## config.mk

```make
export PLATFORM = sky130hd
export DESIGN_NAME = sram2axi4_lite_bridge
export DESIGN_NICKNAME = d
export VERILOG_FILES = /design/src/rtl/sram2axi4_lite_bridge.sv
export SDC_FILE = /design/constraint.sdc
export NUM_CORES = 1
export LEC_CHECK = 0
export CORE_MARGIN = 2
export CORE_UTILIZATION = 39
export DETAILED_ROUTE_END_ITERATION = 10
export HOLD_SLACK_MARGIN = 0.03
export PLACE_DENSITY = 0.88
export SETUP_SLACK_MARGIN = 0.02
export SLEW_MARGIN = 10
export SYNTH_ARGS = -nofsm -noshare
export SYNTH_HDL_FRONTEND = slang
export SYNTH_SLANG_ARGS = --single-unit
```

## constraint.sdc

```tcl
create_clock -name aclk -period 5.1 [get_ports aclk]
set_clock_uncertainty 0.15 [all_clocks]
set_input_delay 1.53 -clock aclk [delete_from_list [all_inputs] [get_ports aclk]]
set_output_delay 1.53 -clock aclk [all_outputs]
set_load 0.03 [all_outputs]
```

## src/rtl/sram2axi4_lite_bridge.sv

```systemverilog
`timescale 1ns/1ps
// -----------------------------------------------------------------------------
// sram2axi4_lite_bridge
//
// Converts single-beat SRAM-style CPU requests (instruction or data port) into
// AXI4-Lite transactions, one transaction in flight at a time. The request is
// captured on acceptance, so the core may drop ce afterwards. Every AXI VALID is
// held with a stable payload until its READY. AW and W are accepted
// independently. RRESP/BRESP errors are reported back on resp_err, which pulses
// together with the completion pulse.
//
// Ports
//   aclk, reset            clock (rising edge), asynchronous active-high reset
//   ce, we                 request strobe, direction (0 = read, 1 = write)
//   addr, wdata, wmask     request address, write data, byte enables
//   req_ready              bridge accepts a request this cycle (IDLE only)
//   rdata                  read data, held until the next read completes
//   rdata_valid            one-cycle read-complete pulse
//   write_finish           one-cycle write-complete pulse
//   resp_err               pulses with a completion whose RESP is not OKAY
//   ar_* / aw_* / wd_*     AXI4-Lite read address, write address, write data
//   rd_*                   AXI4-Lite read data channel
//   wr_*                   AXI4-Lite write response channel
//
// Every output is driven straight from a flop. Flop next-values are derived
// from the next FSM state, so each VALID/READY is already high in the first
// cycle of the state that owns it.
// -----------------------------------------------------------------------------
module sram2axi4_lite_bridge #(
  parameter int         ADDR_WIDTH = 32,
  parameter int         DATA_WIDTH = 32,
  parameter logic [2:0] PROT       = 3'b000
) (
  input  logic                    aclk,
  input  logic                    reset,
  // CPU request side
  input  logic                    ce,
  input  logic                    we,
  input  logic [ADDR_WIDTH-1:0]   addr,
  input  logic [DATA_WIDTH-1:0]   wdata,
  input  logic [DATA_WIDTH/8-1:0] wmask,
  output logic                    req_ready,
  output logic [DATA_WIDTH-1:0]   rdata,
  output logic                    rdata_valid,
  output logic                    write_finish,
  output logic                    resp_err,
  // AXI4-Lite read address channel
  output logic                    ar_valid,
  input  logic                    ar_ready,
  output logic [ADDR_WIDTH-1:0]   ar_addr,
  output logic [2:0]              ar_prot,
  // AXI4-Lite write address channel
  output logic                    aw_valid,
  input  logic                    aw_ready,
  output logic [ADDR_WIDTH-1:0]   aw_addr,
  output logic [2:0]              aw_prot,
  // AXI4-Lite write data channel
  output logic                    wd_valid,
  input  logic                    wd_ready,
  output logic [DATA_WIDTH-1:0]   wd_data,
  output logic [DATA_WIDTH/8-1:0] wstrb,
  // AXI4-Lite read data channel
  input  logic                    rd_valid,
  output logic                    rd_ready,
  input  logic [DATA_WIDTH-1:0]   rd_data,
  input  logic [1:0]              rd_resp,
  // AXI4-Lite write response channel
  input  logic                    wr_valid,
  output logic                    wr_ready,
  input  logic [1:0]              wr_bresp
);

  localparam int STRB_WIDTH = DATA_WIDTH / 8;

  typedef enum logic [2:0] {
    ST_IDLE    = 3'd0,
    ST_RD_ADDR = 3'd1,
    ST_RD_DATA = 3'd2,
    ST_WR_REQ  = 3'd3,
    ST_WR_RESP = 3'd4
  } state_t;

  // Any AXI response other than OKAY (2'b00) is reported as an error.
  function automatic logic resp_is_err(input logic [1:0] resp);
    return (resp != 2'b00);
  endfunction

  state_t state_r;
  state_t state_nxt_s;

  // Captured request. The direction is held by the FSM state itself.
  logic [ADDR_WIDTH-1:0] addr_r;
  logic [DATA_WIDTH-1:0] wdata_r;
  logic [STRB_WIDTH-1:0] wmask_r;

  // Per-channel write handshake flags.
  logic aw_done_r;
  logic w_done_r;
  logic aw_done_nxt_s;
  logic w_done_nxt_s;

  // Output flops and their next values.
  logic                  req_ready_r,    req_ready_nxt_s;
  logic                  ar_valid_r,     ar_valid_nxt_s;
  logic                  aw_valid_r,     aw_valid_nxt_s;
  logic                  wd_valid_r,     wd_valid_nxt_s;
  logic                  rd_ready_r,     rd_ready_nxt_s;
  logic                  wr_ready_r,     wr_ready_nxt_s;
  logic                  rdata_valid_r,  rdata_valid_nxt_s;
  logic                  write_finish_r, write_finish_nxt_s;
  logic                  resp_err_r,     resp_err_nxt_s;
  logic [DATA_WIDTH-1:0] rdata_r,        rdata_nxt_s;

  // Handshakes and request acceptance.
  logic accept_s;
  logic ar_hs_s;
  logic aw_hs_s;
  logic w_hs_s;
  logic rd_hs_s;
  logic b_hs_s;

  assign accept_s = ce & req_ready_r;
  assign ar_hs_s  = ar_valid_r & ar_ready;
  assign aw_hs_s  = aw_valid_r & aw_ready;
  assign w_hs_s   = wd_valid_r & wd_ready;
  assign rd_hs_s  = rd_ready_r & rd_valid;
  assign b_hs_s   = wr_ready_r & wr_valid;

  // FSM state register
  always_ff @(posedge aclk or posedge reset) begin
    if (reset) begin
      state_r <= ST_IDLE;
    end else begin
      state_r <= state_nxt_s;
    end
  end

  // Write handshake flags; the current cycle's handshake counts immediately
  // so AW and W completing together can leave WR_REQ on that same edge.
  always_comb begin
    if (state_r == ST_WR_REQ) begin
      aw_done_nxt_s = aw_done_r | aw_hs_s;
      w_done_nxt_s  = w_done_r | w_hs_s;
    end else begin
      aw_done_nxt_s = 1'b0;
      w_done_nxt_s  = 1'b0;
    end
  end

  // FSM next-state logic
  always_comb begin
    state_nxt_s = state_r;
    case (state_r)
      ST_IDLE: begin
        if (accept_s) begin
          state_nxt_s = we ? ST_WR_REQ : ST_RD_ADDR;
        end else begin
          state_nxt_s = ST_IDLE;
        end
      end
      ST_RD_ADDR: begin
        if (ar_hs_s) begin
          state_nxt_s = ST_RD_DATA;
        end else begin
          state_nxt_s = ST_RD_ADDR;
        end
      end
      ST_RD_DATA: begin
        if (rd_hs_s) begin
          state_nxt_s = ST_IDLE;
        end else begin
          state_nxt_s = ST_RD_DATA;
        end
      end
      ST_WR_REQ: begin
        if (aw_done_nxt_s && w_done_nxt_s) begin
          state_nxt_s = ST_WR_RESP;
        end else begin
          state_nxt_s = ST_WR_REQ;
        end
      end
      ST_WR_RESP: begin
        if (b_hs_s) begin
          state_nxt_s = ST_IDLE;
        end else begin
          state_nxt_s = ST_WR_RESP;
        end
      end
      default: begin
        // Unreachable encoding: recover to a safe idle state.
        state_nxt_s = ST_IDLE;
      end
    endcase
  end

  // FSM output logic: next values for every registered output
  always_comb begin
    req_ready_nxt_s = (state_nxt_s == ST_IDLE);
    ar_valid_nxt_s  = (state_nxt_s == ST_RD_ADDR);
    rd_ready_nxt_s  = (state_nxt_s == ST_RD_DATA);
    wr_ready_nxt_s  = (state_nxt_s == ST_WR_RESP);
    // A write channel's VALID stays low once its handshake has happened.
    aw_valid_nxt_s  = (state_nxt_s == ST_WR_REQ) & ~aw_done_nxt_s;
    wd_valid_nxt_s  = (state_nxt_s == ST_WR_REQ) & ~w_done_nxt_s;

    rdata_nxt_s        = rdata_r;
    rdata_valid_nxt_s  = 1'b0;
    write_finish_nxt_s = 1'b0;
    resp_err_nxt_s     = 1'b0;
    case (state_r)
      ST_RD_DATA: begin
        if (rd_hs_s) begin
          // Data is captured even on an error response.
          rdata_nxt_s       = rd_data;
          rdata_valid_nxt_s = 1'b1;
          resp_err_nxt_s    = resp_is_err(rd_resp);
        end else begin
          rdata_nxt_s       = rdata_r;
        end
      end
      ST_WR_RESP: begin
        if (b_hs_s) begin
          write_finish_nxt_s = 1'b1;
          resp_err_nxt_s     = resp_is_err(wr_bresp);
        end else begin
          write_finish_nxt_s = 1'b0;
        end
      end
      default: begin
        rdata_nxt_s = rdata_r;
      end
    endcase
  end

  // Request capture on acceptance
  always_ff @(posedge aclk or posedge reset) begin
    if (reset) begin
      addr_r  <= {ADDR_WIDTH{1'b0}};
      wdata_r <= {DATA_WIDTH{1'b0}};
      wmask_r <= {STRB_WIDTH{1'b0}};
    end else if (accept_s) begin
      addr_r  <= addr;
      wdata_r <= wdata;
      wmask_r <= wmask;
    end else begin
      addr_r  <= addr_r;
      wdata_r <= wdata_r;
      wmask_r <= wmask_r;
    end
  end

  // Write handshake flag registers
  always_ff @(posedge aclk or posedge reset) begin
    if (reset) begin
      aw_done_r <= 1'b0;
      w_done_r  <= 1'b0;
    end else begin
      aw_done_r <= aw_done_nxt_s;
      w_done_r  <= w_done_nxt_s;
    end
  end

  // Registered AXI handshake signals and completion outputs
  always_ff @(posedge aclk or posedge reset) begin
    if (reset) begin
      req_ready_r    <= 1'b0;
      ar_valid_r     <= 1'b0;
      aw_valid_r     <= 1'b0;
      wd_valid_r     <= 1'b0;
      rd_ready_r     <= 1'b0;
      wr_ready_r     <= 1'b0;
      rdata_valid_r  <= 1'b0;
      write_finish_r <= 1'b0;
      resp_err_r     <= 1'b0;
      rdata_r        <= {DATA_WIDTH{1'b0}};
    end else begin
      req_ready_r    <= req_ready_nxt_s;
      ar_valid_r     <= ar_valid_nxt_s;
      aw_valid_r     <= aw_valid_nxt_s;
      wd_valid_r     <= wd_valid_nxt_s;
      rd_ready_r     <= rd_ready_nxt_s;
      wr_ready_r     <= wr_ready_nxt_s;
      rdata_valid_r  <= rdata_valid_nxt_s;
      write_finish_r <= write_finish_nxt_s;
      resp_err_r     <= resp_err_nxt_s;
      rdata_r        <= rdata_nxt_s;
    end
  end

  assign req_ready    = req_ready_r;
  assign rdata        = rdata_r;
  assign rdata_valid  = rdata_valid_r;
  assign write_finish = write_finish_r;
  assign resp_err     = resp_err_r;

  assign ar_valid = ar_valid_r;
  assign ar_addr  = addr_r;
  assign ar_prot  = PROT;

  assign aw_valid = aw_valid_r;
  assign aw_addr  = addr_r;
  assign aw_prot  = PROT;

  assign wd_valid = wd_valid_r;
  assign wd_data  = wdata_r;
  assign wstrb    = wmask_r;

  assign rd_ready = rd_ready_r;
  assign wr_ready = wr_ready_r;

endmodule

```

## Yosys cells after proc, flatten, opt, wreduce, memory -nomap -nowiden

Index checks and enable logic that the tools add are counted.

- Bitwise gates (word level): 12
- Reductions and logical operators: 6
- Mux-type cells: 16
- Equality and inequality tests: 8

Operators with widths:

| operator | count |
|---|---|
| $pmux 3 s5 | 1 |
| $eq 3x2->1 const B | 4 |
| $and 1x1->1 | 8 |
| $mux 1 | 8 |
| $mux 2 | 4 |
| $eq 3x1->1 const B | 2 |
| $eq 3x3->1 const B | 2 |
| $logic_not 3->1 | 2 |
| $mux 3 | 2 |
| $reduce_bool 2->1 | 2 |
| $not 1->1 | 2 |
| $or 1x1->1 | 2 |
| $pmux 1 s2 | 1 |
| $reduce_and 2->1 | 1 |
| $logic_and 1x1->1 | 1 |

- Register bits: 114
- Logic and storage cells: 58

## Logic depth before layout (Yosys ltp)

Gate-level depths: netlist of the first run.

- Word-level depth: 8
- Depth in mapped cells: 6
- Gate-level depth less buffers: 5

## Least setup slack after synthesis of the first run

No wires, ideal clock.

- Path type: input-to-reg
- Start: input port ce
- End: register addr_r[0], in the netlist ar_addr[0]
- Data arrival time: 2.354 ns
- Buffers on the path: 2
- Setup slack: 2.468 ns
- Cell stages on the path: 4
- Cell sequence: and2_1 > clkbuf_1 > buf_2 > mux2_1

- Word-level cells in the longest chain between the ends: 1

RTL lines:

| item | line | source |
|---|---|---|
| from (decl) | 37 | `input logic ce,` |
| $and 1x1->1 | 122 | `assign accept_s = ce & req_ready_r;` |
| to (signal assigned) | 238 | `addr_r <= {ADDR_WIDTH{1'b0}};` |
| to (signal assigned) | 242 | `addr_r <= addr;` |
| to (signal assigned) | 246 | `addr_r <= addr_r;` |
| to (decl) | 92 | `logic [ADDR_WIDTH-1:0] addr_r;` |

No other way between the ends.
A chain may end at the register's enable or synchronous reset.

## Worst setup path in the final report of the first run

- Start: input port rd_valid
- End: register rdata_r[7], in the netlist rdata[7]

- Word-level cells in the longest chain between the ends: 2

RTL lines:

| item | line | source |
|---|---|---|
| from (decl) | 63 | `input logic rd_valid,` |
| $and 1x1->1 | 126 | `assign rd_hs_s = rd_ready_r & rd_valid;` |
| $reduce_and 2->1 (no source line) | n/a |  |
| to (signal assigned) | 275 | `rdata_r <= {DATA_WIDTH{1'b0}};` |
| to (signal assigned) | 286 | `rdata_r <= rdata_nxt_s;` |
| to (decl) | 112 | `logic [DATA_WIDTH-1:0] rdata_r, rdata_nxt_s;` |

No other way between the ends.

==> flow_summary.json, run 1 <==
{
  "cp-end-kind": "register",
  "start_kind": "input port",
  "pre_cts_ws_ns": 1.53,
  "clkLatencyLatePin_ns": 0.39,
  "crit_path_end": "rdata[7]",
  "fin_crit_ns": 3.16,
  "synth-xor-area-share_pct": 0,
  "tritoncts": "done",
  "gp_congestion": 0.795,
  "drc": 0,
  "final_area_sq_um": 7670,
  "synth_seq_area_share_pct": 61.2,
  "die-area_sq_um": 12800,
  "ys_ff_latch": 114,
  "cts_setup_buffers": 0,
  "rows": 39,
  "synthMuxAreaShare_pct": 26.4,
  "layout.nets": 641,
  "multi_input_area_sq_um": 1450,
  "grt_usage_pct": 17.7,
  "drv_cap": 0,
  "clk_pin_slew_ns": 0.05,
  "setup_viol": 0,
  "grt_antenna_before_repair": 0,
  "cell_internal_pwr_uw": 3490,
  "critPathLaunch": "rd_valid",
  "syn-instance-count": 299,
  "r2r_start": "state_r[0]",
  "synth.distinct_cells": 28,
  "critPathRequiredTime_ns": 5.22,
  "r2r_cells": 3,
  "ant_nets": 0,
  "drive_above_1_share_pct": 12.6,
  "seq_power_share_pct": 27.7,
  "synthSimpleGateAreaFrac_pct": 2.31,
  "initialDrtViolationCount": 138,
  "power.leakage_uw": 0.00327,
  "critPathKind": "in2reg",
  "root_buffer": "clkbuf_16",
  "drtPass1Iterations": 4,
  "io_buffers": 253,
  "cts_resized": 0,
  "overflow": 0,
  "hpwlAfterDp_mm": 8.33,
  "p_sw_uw": 2260,
  "finalHoldViolations": 0,
  "syn_to_final_growth_pct": 64.6,
  "grt_start_max_net_pins": 71,
  "combPwrFrac_pct": 51.3,
  "die_h_um": 113,
  "wl_per_cell_um": 16.5,
  "timing.final.crit_share_pct": 62.0,
  "htreeDepth": 4,
  "initial_core_util_pct": 40.5,
  "fmax_ghz": 0.316,
  "hold_buffers": 0,
  "peakVddDrop_uv": 412,
  "path_max_fanout": 34,
  "drt-total-wl_mm": 11.3,
  "ff2ff_setup_slack_ns": 2.83,
  "placed_cell_area_sq_um": 7050,
  "slew_headroom_pct": 32.2,
  "cts.sinks": 114,
  "r2r_end": "rdata[7]",
  "avgSynthCellArea_sq_um": 15.6,
  "p_clk_share_pct": 21.0,
  "die_w_um": 113,
  "worst_slack_ns": 1.94,
  "core-area_sq_um": 11500,
  "final-max-slew-violation-count": 0,
  "hold_path.class": "reg2reg",
  "tns_ns": 0,
  "power.density_nw_per_um2": 749,
  "worstPathArrival_ns": 3.28,
  "numCtsBuffers": 17,
  "status": "finished clean",
  "grt_pass1_wl_mm": 17.6,
  "netlist_area_sq_um": 4660,
  "grt_setup_unrepaired": "false",
  "via_count": 3173,
  "synthAdderAreaFrac_pct": 0,
  "design.portCount": 260,
  "holdWs_ns": 0.332,
  "ys_warn_count": 0,
  "seq_area_sq_um": 2850,
  "p_sw_share_pct": 39.3,
  "diodes": 0,
  "clock_path_buffers": 2,
  "synth_compound_area_share_pct": 1.88,
  "worstMarginPinSlew_ns": 1.02,
  "fillers": 831,
  "grt_pass1_vias": 3302,
  "synth_top_family_by_area": "multiplexers",
  "vias_per_cell": 4.64
}
worst max-delay path: stages:
cell and delay [ns]:
clkdlybuf4s50_1 0.47, and3_2 0.85, mux2_1 0.39
metrics by stage:
stage / utilization (%) / std cells / total power [uW]
after detailed placement: 61.2 / 652 / 4570
final: 66.6 / 684 / 5750
after floorplan: - / 304 / 3410
after global routing: 66.6 / 684 / 5990
after CTS: 66.6 / 684 / 5810
after global placement: 61.2 / 652 / 4510
how the worst min path moves through the flow:
stage	start	end	slack [ns]	cells after the start
6_report	wd_data[13]	wd_data[13]	0.33	1
4_1_cts	wd_data[7]	wd_data[7]	0.34	1
2_1_floorplan	w_done_r	w_done_r	0.36	2
5_1_grt	wd_data[13]	wd_data[13]	0.35	1
3_3_place_gp	wd_data[3]	wd_data[3]	0.32	1
3_5_place_dp	rdata[4]	rdata[4]	0.32	1
cell families after synthesis:
group / after synthesis
compound gates: 13
buf+inv: 52
flops: 114
mux: 100
other cells: 1
simple gates: 19
layout make-up:
class,count,share of cell area (%)
Inverter,2,0.131
Clock buffer,22,6.32
Multi-Input combinational cell,138,18.9
Clock inverter,10,1.70
Timing Repair Buffer,255,33.4
Sequential cell,114,37.2
Tap cell,143,2.33
routing by layer:
layer | track usage (%) | share of wire (%)
met1 | 20.7 | 39
met3 | 4.55 | 6.8
met5 | 0 | 0
met2 | 31.0 | 53
met4 | 7.07 | 1.4
cells in the final DEF, fill, tap and decap left out, types with 2 or more instances in the layout:
cell and instances:
clkbuf_8 4, a21oi_1 5, o31ai_1 2, bufinv_16 3, clkbuf_16 17, clkinvlp_4 2
clkinv_2 5, nor2_1 7, mux2_1 72, mux2_4 28, clkdlybuf4s50_1 253, dfrtp_1 114
conb_1 6, nand2_1 3
cells in the mapped netlist, drive strengths merged:
cell | number | area share, %
nor2 | 7 | 0.56
a32o | 1 | 0.24
o31ai | 2 | 0.32
a21oi | 5 | 0.54
a311o | 1 | 0.21
a31oi | 1 | 0.13
and3 | 1 | 0.13
clkbuf | 1 | 0.080
nor3b | 1 | 0.27
and4 | 1 | 0.19
nor3 | 1 | 0.21
conb | 1 | 0.080
nand3 | 1 | 0.11
buf | 49 | 7.8
nand2 | 3 | 0.24
and2 | 2 | 0.27
nand3b | 1 | 0.16
dfrtp | 114 | 61
mux2 | 100 | 26
o21ai | 2 | 0.21
o21ba | 1 | 0.21
inv | 2 | 0.16
and2b | 1 | 0.16
state kept, by name, summed over array words and instances (netlist names):
register / cells
ar_addr: 32
rdata: 32
wd_data: 32
wstrb: 4
state_r: 3
ar_valid: 1
aw_done_r: 1
aw_valid: 1
rd_ready: 1
rdata_valid: 1
req_ready: 1
resp_err: 1
w_done_r: 1
wd_valid: 1
wr_ready: 1
write_finish: 1
power by group through the flow:
stage	clock [uW]	combinational (uW)	sequential, uW
2_1_floorplan	0	1010	2400
3_3_place_gp	0	2930	1580
3_5_place_dp	0	2970	1600
4_1_cts	1230	2980	1600
5_1_grt	1270	3060	1660
6_report	1210	2950	1590
(Power assumes the default switching activity.)
==> run 2, diff against run 1 <==
--- a/config.mk
+++ b/config.mk
@@ -6,10 +6,10 @@
 export NUM_CORES = 1
 export LEC_CHECK = 0
 export CORE_MARGIN = 2
-export CORE_UTILIZATION = 39
+export CORE_UTILIZATION = 35
 export DETAILED_ROUTE_END_ITERATION = 10
 export HOLD_SLACK_MARGIN = 0.03
-export PLACE_DENSITY = 0.88
+export PLACE_DENSITY = 0.84
 export SETUP_SLACK_MARGIN = 0.02
 export SLEW_MARGIN = 10
 export SYNTH_ARGS = -nofsm -noshare
==> constraint.sdc (replaced) <==
create_clock -name aclk -period 2.8 [get_ports aclk]
set_clock_uncertainty 0.15 [all_clocks]
set_input_delay 0.84 -clock aclk [delete_from_list [all_inputs] [get_ports aclk]]
set_output_delay 0.84 -clock aclk [all_outputs]
set_load 0.03 [all_outputs]
==> run 2 against run 1 <==
- critical endpoint is now ar_addr[10]
- register-to-register slack worse by 1.8 ns
- die area up 11%
- via count increased by 2.2%
- critical path type is now reg2out
- power rose by 85%
- cell count grew 5.3%
- critical path depth decreased by 2
- non-clock buffer count rose by 3
==> flow_summary.json, run 2 (synthesis gave the netlist of run 1 again) <==
{
  "critPathRequiredTime_ns": 1.81,
  "fin_crit_ns": 2.47,
  "path_max_fanout": 3,
  "hpwlAfterDp_mm": 8.34,
  "core-area_sq_um": 13100,
  "cts_resized": 0,
  "seq_power_share_pct": 27.5,
  "clock_path_buffers": 2,
  "finalHoldViolations": 0,
  "slew_headroom_pct": 60.6,
  "clkLatencyLatePin_ns": 0.41,
  "drtPass1Iterations": 4,
  "ant_nets": 0,
  "fillers": 1041,
  "worstMarginPinSlew_ns": 0.591,
  "fmax_ghz": 0.405,
  "path_buf_inv": 1,
  "syn_to_final_growth_pct": 67.2,
  "start_kind": "register",
  "layout.nets": 644,
  "critPathKind": "reg2out",
  "critPathTopFamily": "buffers and inverters",
  "grt_antenna_before_repair": 0,
  "cts.sinks": 114,
  "p_sw_uw": 4190,
  "hold_path.class": "reg2reg",
  "combPwrFrac_pct": 51.0,
  "initialDrtViolationCount": 83,
  "seq_area_sq_um": 2850,
  "grt_start_max_net_pins": 115,
  "p_sw_share_pct": 39.4,
  "cpMaxStageDelayCell": "clkdlybuf4s50_1",
  "via_count": 3242,
  "clk_pin_slew_ns": 0.05,
  "drive_above_1_share_pct": 13.2,
  "die_h_um": 119,
  "path_cells": "clkdlybuf4s50_1",
  "diodes": 0,
  "hold_buffers": 0,
  "rows": 42,
  "wl_per_cell_um": 15.8,
  "layout_commonest_cell": "clkdlybuf4s50_1",
  "die-area_sq_um": 14300,
  "multi_input_area_sq_um": 1450,
  "drv_cap": 0,
  "tns_ns": 0,
  "root_buffer": "clkbuf_16",
  "cts_setup_buffers": 0,
  "power.leakage_uw": 0.00329,
  "cell_internal_pwr_uw": 6430,
  "htreeDepth": 4,
  "io_buffers": 253,
  "timing.final.crit_share_pct": 88.2,
  "critPathMaxStageDelay_ns": 0.69,
  "vias_per_cell": 4.50,
  "tritoncts": "done",
  "grt_pass1_vias": 3525,
  "p_clk_share_pct": 21.5,
  "setup_viol": 0,
  "status": "finished clean",
  "design.portCount": 260,
  "gp_congestion": 0.796,
  "cp-end-kind": "primary output",
  "worstPathArrival_ns": 1.48,
  "grt_pass1_wl_mm": 18.1,
  "grt_setup_unrepaired": "false",
  "total_power_uw": 10600,
  "overflow": 0,
  "grt_usage_pct": 16.5,
  "drt-total-wl_mm": 11.4,
  "initial_core_util_pct": 35.5,
  "holdWs_ns": 0.338,
  "layout_common_cells": "clkdlybuf4s50_1, dfrtp_1, mux2_1",
  "peakVddDrop_uv": 625,
  "power.density_nw_per_um2": 1360,
  "numCtsBuffers": 17,
  "die_w_um": 119,
  "final-max-slew-violation-count": 0,
  "drc": 0
}
run 2: worst paths after layout:
kind                             startpoint          end  slack [ns]  depth (start not counted)
worst max-delay path            ar_addr[10]  ar_addr[10]        0.33                          1
worst min-delay path            wd_data[26]  wd_data[26]        0.34                          1
worst max register to register   state_r[0]     rdata[6]        1.01                          4
worst min register to register  wd_data[26]  wd_data[26]        0.34                          1
max in group asynchronous             reset  ar_addr[24]        1.24                          3
min in group asynchronous             reset  ar_addr[18]        0.82                          3
run 2: cell type report:
cell class	instances	share of cell area (%)
sequential	114	36.6
clock inverter	13	2.34
inverter	2	0.145
timing repair buffer	258	33.6
tap	176	2.83
multi-input combinational	138	18.6
clock buffer	19	5.81
run 2: through the flow:
step / instance area (sq um) / setup slack, ns / cells / utilization [%]
finish: 7790 / 0.330 / 720 / 59.3
global placement: 7160 / 0.336 / 688 / 54.5
CTS: 7790 / 0.293 / 720 / 59.3
detailed placement: 7160 / 0.305 / 688 / 54.5
floorplan: 4680 / 0.425 / 304 / -
global route: 7790 / 0.266 / 720 / 59.3
run 2: power by group through the flow:
stage	clock, uW	sequential (uW)	combinational, uW
after global routing	2410	3030	5640
after detailed placement	0	2940	5440
final	2280	2920	5410
after global placement	0	2880	5370
after floorplan	0	4380	1840
after CTS	2340	2930	5470
run 2: layer usage:
metal | track usage [%] | share of wire (%) | up-vias | routed length, um
met1 | 18.1 | 37 | 1576 | 4270
met4 | 9.49 | 3.6 | 0 | 405
met5 | 0 | 0 | - | 0
li1 | - | - | 1456 | -
met3 | 5.51 | 8.0 | 30 | 915
met2 | 28.0 | 51 | 180 | 5800
